$ cat src/rtl/mem_port_arbiter.sv
// mem_port_arbiter: shares one synchronous SRAM port between the fetch stage
// (read-only) and the memory stage (read/write). One transaction is in flight
// at a time. The response cycle of one transaction may issue the next one, so
// requests can run back-to-back. Data wins arbitration unless fetch has been
// starved for STARVE_MAX data grants in a row. A cancel from writeback drops
// the pending response and blocks grants for that cycle.
module mem_port_arbiter #(
  parameter int LATENCY    = 1,
  parameter int STARVE_MAX = 4
) (
  input  logic        clk,
  input  logic        resetn,
  input  logic        cancel,
  input  logic        inst_req,
  input  logic [31:0] inst_addr,
  output logic        inst_addr_ok,
  output logic        inst_data_ok,
  output logic [31:0] inst_rdata,
  input  logic        data_req,
  input  logic        data_wr,
  input  logic [3:0]  data_wstrb,
  input  logic [31:0] data_addr,
  input  logic [31:0] data_wdata,
  output logic        data_addr_ok,
  output logic        data_data_ok,
  output logic [31:0] data_rdata,
  output logic        mem_en,
  output logic [3:0]  mem_wen,
  output logic [31:0] mem_addr,
  output logic [31:0] mem_wdata,
  input  logic [31:0] mem_rdata,
  output logic        busy
);

  localparam logic [2:0] LAT_CNT  = 3'(LATENCY);
  localparam logic [3:0] STARVE_LIM = 4'(STARVE_MAX);

  typedef enum logic {S_IDLE, S_WAIT} state_t;

  state_t     state_q, state_d;
  logic [2:0] cnt_q, cnt_d;
  logic       owner_q, owner_d;
  logic       drop_q, drop_d;
  logic [3:0] starve_q, starve_d;

  logic resp_cycle;
  logic can_issue;
  logic inst_starved;
  logic grant_data;
  logic grant_inst;
  logic resp_ok;

  // Arbitration: issue only when the port is free (idle or response cycle),
  // data first unless fetch has hit its starvation limit.
  always_comb begin
    resp_cycle   = (state_q == S_WAIT) && (cnt_q == 3'd1);
    can_issue    = (state_q == S_IDLE) || resp_cycle;
    inst_starved = inst_req && (starve_q == STARVE_LIM);
    grant_data   = can_issue && !cancel && resetn && data_req && !inst_starved;
    grant_inst   = can_issue && !cancel && resetn && !grant_data && inst_req;
    resp_ok      = resp_cycle && !drop_q && !cancel && resetn;
  end

  // Requester handshakes, SRAM drive and response strobes; everything is held
  // at zero while reset is asserted.
  always_comb begin
    inst_addr_ok = grant_inst;
    data_addr_ok = grant_data;
    mem_en       = grant_inst || grant_data;
    mem_addr     = 32'd0;
    if (grant_data) begin
      mem_addr = data_addr;
    end else if (grant_inst) begin
      mem_addr = inst_addr;
    end
    mem_wen      = (grant_data && data_wr) ? data_wstrb : 4'd0;
    mem_wdata    = mem_en ? data_wdata : 32'd0;
    inst_data_ok = resp_ok && !owner_q;
    data_data_ok = resp_ok && owner_q;
    inst_rdata   = resetn ? mem_rdata : 32'd0;
    data_rdata   = resetn ? mem_rdata : 32'd0;
    busy         = resetn && (state_q == S_WAIT);
  end

  // Next-state logic: a grant (re)arms the latency counter, otherwise WAIT
  // counts down and remembers any cancel seen before the response cycle.
  always_comb begin
    state_d  = state_q;
    cnt_d    = cnt_q;
    owner_d  = owner_q;
    drop_d   = drop_q;
    starve_d = starve_q;
    if (grant_inst || grant_data) begin
      state_d = S_WAIT;
      cnt_d   = LAT_CNT;
      owner_d = grant_data;
      drop_d  = 1'b0;
    end else if (state_q == S_WAIT) begin
      if (cnt_q == 3'd1) begin
        state_d = S_IDLE;
        cnt_d   = 3'd0;
        drop_d  = 1'b0;
      end else begin
        cnt_d = cnt_q - 3'd1;
        if (cancel) begin
          drop_d = 1'b1;
        end
      end
    end
    if (grant_inst || !inst_req) begin
      starve_d = 4'd0;
    end else if (grant_data && (starve_q < STARVE_LIM)) begin
      starve_d = starve_q + 4'd1;
    end
  end

  // State registers with synchronous active-low reset.
  always_ff @(posedge clk) begin
    if (!resetn) begin
      state_q  <= S_IDLE;
      cnt_q    <= 3'd0;
      owner_q  <= 1'b0;
      drop_q   <= 1'b0;
      starve_q <= 4'd0;
    end else begin
      state_q  <= state_d;
      cnt_q    <= cnt_d;
      owner_q  <= owner_d;
      drop_q   <= drop_d;
      starve_q <= starve_d;
    end
  end

endmodule

$ cat config.mk
export PLATFORM = sky130hd
export DESIGN_NAME = mem_port_arbiter
export DESIGN_NICKNAME = d
export VERILOG_FILES = /design/src/rtl/mem_port_arbiter.sv
export SDC_FILE = /design/constraint.sdc
export NUM_CORES = 1
export LEC_CHECK = 0
export ABC_AREA = 1
export ABC_CLOCK_PERIOD_IN_PS = 2100
export CAP_MARGIN = 20
export CORE_AREA = 5 5 105 107
export CTS_CLUSTER_DIAMETER = 120
export DETAILED_ROUTE_END_ITERATION = 10
export DIE_AREA = 0 0 110 112
export GPL_TIMING_DRIVEN = 0
export PLACE_DENSITY = 0.66
export SLEW_MARGIN = 20
export SYNTH_ARGS = -nofsm -noshare
export SYNTH_HDL_FRONTEND = slang
export SYNTH_SLANG_ARGS = --single-unit
$ cat constraint.sdc
create_clock -name clk -period 2.1 [get_ports clk]
set_input_delay 0.42 -clock clk [delete_from_list [all_inputs] [get_ports clk]]
set_output_delay 0.42 -clock clk [all_outputs]
set_load 0.005 [all_outputs]
### Word level (Yosys, flattened, before mapping)

Index checks and enable logic that the tools add are counted.

* output and inout port bits: 138
* logic and storage cells: 56
* input port bits: 138
* register bits: 10

* eq/ne operators: 2
* reduce and logical (&&, ||, !) cells: 30
* order comparisons: 1
* bitwise operators: 2
* multiplexer cells: 13
* add/subtract/negate cells: 2

Operators by type and width (number)
* 2-to-1 mux 32 bit: 4
* logical AND 1 bit: 16
* 2-to-1 mux 1 bit: 7
* logical NOT 1 bit: 6
* adder 4 x 1 -> 4 bit (second input constant): 1
* == test 4 x 3 -> 1 bit (second input constant): 1
* < comparator 4 x 3 -> 1 bit (second input constant): 1
* 2-to-1 mux 4 bit: 1
* nonzero test 2 bit: 2
* OR reduction 2 bit: 2
* == test 3 x 1 -> 1 bit (second input constant): 1
* logical OR 1 bit: 3
* 2-to-1 mux 3 bit: 1
* subtractor 3 x 1 -> 3 bit (second input constant): 1
* NOT 1 bit: 2
* AND reduction 2 bit: 1

### Longest topological paths before layout

* depth after elaboration: 12
* gate-level depth with buffers: 12

### Least setup slack after synthesis

No wires, ideal clock.

* path kind: register to output
* start point: register cnt_q[1]
* end point: output mem_wdata[10]
* buffers on the path: 1
* setup slack: 0.448 ns
* stages on the path, launching flop included: 10
* arrival time: 1.232 ns
* path through: dfxtp_1 > inv_1 > ha_1 > nand2_1 > nand2_1 > nand2_2 > inv_2 > o21ai_2 > buf_4 > nor2_1

* word-level cells in the longest chain between the ends: 12

RTL lines
* from (decl): RTL line 41 `logic [2:0] cnt_q, cnt_d;`
* from (signal assigned): RTL line 127 `cnt_q <= cnt_d;`
* == test 3 x 1 -> 1 bit (*): RTL line 56 `resp_cycle = (state_q == S_WAIT) && (cnt_q == 3'd1);`
* logical AND 1 bit (*): RTL line 56
* logical OR 1 bit (*): RTL line 57 `can_issue = (state_q == S_IDLE) || resp_cycle;`
* logical AND 1 bit (*) (2 in series): RTL line 59, 60
* logical AND 1 bit (2 in series): RTL line 59 `grant_data = can_issue && !cancel && resetn && data_req && !inst_starved;`
* logical NOT 1 bit: RTL line 60 `grant_inst = can_issue && !cancel && resetn && !grant_data && inst_req;`
* logical AND 1 bit (2 in series): RTL line 60
* logical OR 1 bit (*): RTL line 69 `mem_en = grant_inst || grant_data;`
* 2-to-1 mux 32 bit (*): RTL line 77 `mem_wdata = mem_en ? data_wdata : 32'd0;`
* to (decl): RTL line 30 `output logic [31:0] mem_wdata,`

Mark *: on every way between the ends. The rest lies on a longest branch, timed or not.

### Worst setup path in the final report

* start point: register starve_q[1]
* end point: output mem_addr[7]

* word-level cells in the longest chain between the ends: 9

RTL lines
* from (decl): RTL line 44 `logic [3:0] starve_q, starve_d;`
* from (signal assigned): RTL line 130 `starve_q <= starve_d;`
* == test 4 x 3 -> 1 bit (*): RTL line 58 `inst_starved = inst_req && (starve_q == STARVE_LIM);`
* logical AND 1 bit (*): RTL line 58
* logical NOT 1 bit (*): RTL line 59
* logical AND 1 bit (*): RTL line 59
* logical NOT 1 bit: RTL line 60
* logical AND 1 bit (2 in series): RTL line 60
* 2-to-1 mux 32 bit: RTL line 73 `end else if (grant_inst) begin`
* 2-to-1 mux 32 bit (*): RTL line 71 `if (grant_data) begin`
* to (decl): RTL line 29 `output logic [31:0] mem_addr,`

Marked as above.

==> impl_metrics.yaml <==
run_status:
  status: "finished with violations"
  violations: "negative setup slack"
cts:
  cts_tree: "yes"
  clock_path_buffers: 2
  clkSinkCount: 10
  cts_hold_buf: 0
  cts_buffers: 3
  clk_pin_slew_worst_paths_ns: 0.05
  ctsRootBufferMaster: "clkbuf_8"
  htreeDepth: 1
  clk_latency_ns: 0.23
floorplanning:
  num_rows: 37
  die_w_um: 110
  io_pins: 276
  die_height_um: 112
  coreArea_mm2: 0.0100
  die-area_mm2: 0.0123
  start_util_pct: 18.1
sta:
  skew_ns: 0.00258
  hold-worst-slack_ns: 0.456
  layout_setup_ws_ns: -0.0152
  max_freq_mhz: 473
  timing.final.crit_period_ns: 2.12
  finalCritPeriodShare_pct: 101
  drv_slew: 0
  slew-limit-headroom_pct: 77.1
  hold_viol: 0
  setup-violations-final: 7
  rsz0062_at_grt: "true"
  tightestPinTransition_ns: 0.342
yosys:
  synth_top_area_share_pct: 28.2
  syn_area_mm2: 0.00182
  syn_avg_cell_area_um2: 5.02
  yosys-top-cells-area: "nand2_1, inv_1, buf_4"
  synth_top_cells_by_count: "nand2_1, inv_1, nor2_1, buf_4, nand2_2"
  ys.warnings.count: 0
  synthArstFlopShare_pct: 0
  synthCells: 363
  synth_edf_count: 0
  syn_nets: 505
  synth_most_common_cell: "nand2_1"
  yosys_register_bits: 10
  synth-seq-area-share_pct: 11.0
  synth_cell_types: 23
  synthFlopType: "dfxtp_1"
  synth_top_area_cell: "nand2_1"
power:
  pwr-share-comb_pct: 67.5
  seqPwrFrac_pct: 16.8
  power.leakage_nw: 3.15
  power.density_mw_per_mm2: 234
  switchingPower_mw: 0.378
  switching_share_pct: 30.4
  internal-power_mw: 0.867
  finalPower_mw: 1.25
  clkPwrFrac_pct: 15.7
  ir_worst_vdd_v: 0.000147
final_layout:
  final_util_pct: 53.0
  seqCellArea_um2: 206
  drive_gt1_share_pct: 35.5
  fill_cells: 991
  multiInputGateArea_mm2: 0.00121
  final_cells: 825
  area_growth_pct: 192
  nets: 832
min_path:
  holdPathEnd: "cnt_q[1]"
  hp-class: "reg2reg"
  whs_path_depth: 2
  worstHoldStart: "cnt_q[1]"
route:
  vias_per_cell: 3.91
  antenna_left: 0
  drtIter0Drc: 104
  routed_wl_um: 11000
  first_pass_iters: 4
  drc: 0
  num_vias: 3224
  wire_per_inst_um: 13.4
setup_path:
  worstRegToRegCells: 17
  path_class: "reg2out"
  path_cells: "inv_2 -> ha_4 -> nand2_1 -> inv_1 -> nand2_2 -> nand2_4 -> nor2_4 -> buf_6 -> buf_6 -> buf_8 -> nand2_2 -> nand2_1 -> buf_2"
  cpPeakStageDelay_ns: 0.33
  rrSetupSlack_ns: -0.01
  critPathMaxFanout: 5
  crit_path_end_kind: "primary output"
  r2r_start: "starve_q[0]"
  cp.arrival_ns: 1.70
  cp.required_ns: 1.68
  r2r-end: "starve_q[0]"
  crit_cells: 13
  crit_slowest_cell: "dfxtp_2"
  cp_top_family: "buffers and inverters"
  start_kind: "flop"
  crit_buf_inv: 6
run:
  drv_cap: 0
grt:
  grt_first_pass_wirelength_um: 16400
  grt_usage_pct: 16.5
  grt_pass1_vias: 3471
  antenna_found_initial: 1
  globalRoute.totalOverflow: 0
  grt_max_degree: 11
placed_design:
  place_ws_ns: -0.677
  numPortBuffers: 275
  dp.cells: 774
  hpwl_um: 8800
  routabilityCongestion: 0.805
-- area by class of cell --
type                    count  share of cell area, %
inverters                  89                   6.46
multi-input cells         218                   22.7
diodes                      1                 0.0470
repair buffers            324                   55.5
flip-flops and latches     10                   3.88
clock buffers               3                  0.776
well taps                 136                   3.20
plain buffers              44                   7.50
-- what timing repair did --
| action | 4_1_cts | 5_1_grt |
|---|---|---|
| setup buffers | 39 | 6 |
| gates resized for setup | 315 | 112 |
| setup endpoints to repair | 138 | 94 |
| cloned | 7 | 0 |
| pin swaps | 14 | 12 |
-- power by group through the flow --
stage	registers [mW]	clock network [mW]	logic, mW
global route	0.209	0.211	0.913
floorplan	0.208	0	0.223
finish	0.209	0.196	0.841
global placement	0.209	0	0.753
CTS	0.208	0.202	0.807
detailed placement	0.209	0	0.760
-- how the worst max path moves through the flow --
stage | start | end | slack (ns)
finish | starve_q[1] | mem_addr[7] | -0.02
global placement | resetn | inst_rdata[8] | -0.66
CTS | starve_q[0] | mem_addr[14] | -0.11
floorplan | cnt_q[1] | mem_wdata[10] | 0.45
detailed placement | resetn | inst_rdata[21] | -0.68
global route | starve_q[1] | mem_addr[7] | -0.13
-- state kept, by name, indices dropped and copies added (netlist names) --
signal	count
state_q	1
owner_q	1
starve_q	4
cnt_q	3
drop_q	1
-- logic make-up after synthesis --
logic type | Yosys count | synth area share, %
AO/OA/AOI/OAI | 9 | 2.68
XOR/XNOR | 1 | 0.481
adder cells (fa/ha/maj) | 4 | 2.75
AND/OR/NAND/NOR | 204 | 45.4
flip-flops | 10 | 11.0
buffers and inverters | 135 | 37.7
-- layout by cell type, fill, tap and decap left out, types with 6 or more instances in the layout --
cell / netlist / final
clkdlybuf4s50_1: 0 / 177
nand2_1: 137 / 109
inv_1: 87 / 81
buf_4: 35 / 66
buf_2: 3 / 49
nand2_2: 12 / 28
buf_6: 4 / 27
nor2_1: 45 / 26
dlymetal6s2s_1: 0 / 16
nand2_4: 1 / 13
nor2_4: 1 / 12
clkbuf_2: 0 / 9
nor2_2: 0 / 8
dlygate4sd2_1: 0 / 8
a21oi_1: 7 / 7
inv_2: 1 / 6
-- routing by layer --
layer / global-route usage [%] / part of all wire (%) / vias to the layer above
li1: - / - / 1631
met1: 14.5 / 31 / 1398
met2: 32.6 / 53 / 181
met3: 8.81 / 14 / 14
met4: 2.99 / 1.5 / 0
met5: 0 / 0 / -
-- metrics by stage --
step	cell area [um^2]	TNS [ns]
5_1_grt	5320	-2.74
4_1_cts	5080	-1.15
2_1_floorplan	1820	0
6_report	5320	-0.0476
3_3_place_gp	4740	-73.39
3_5_place_dp	4740	-74.73
-- worst reg2reg max path, delay by kind of cell, from the launching register on --
| kind | cells | cell delay, ns |
|---|---|---|
| flip-flops | 1 | 0.33 |
| AND/OR/NAND/NOR | 2 | 0.12 |
| buffers and inverters | 15 | 1.61 |
Note: power is estimated with default switching activity, not from simulation.
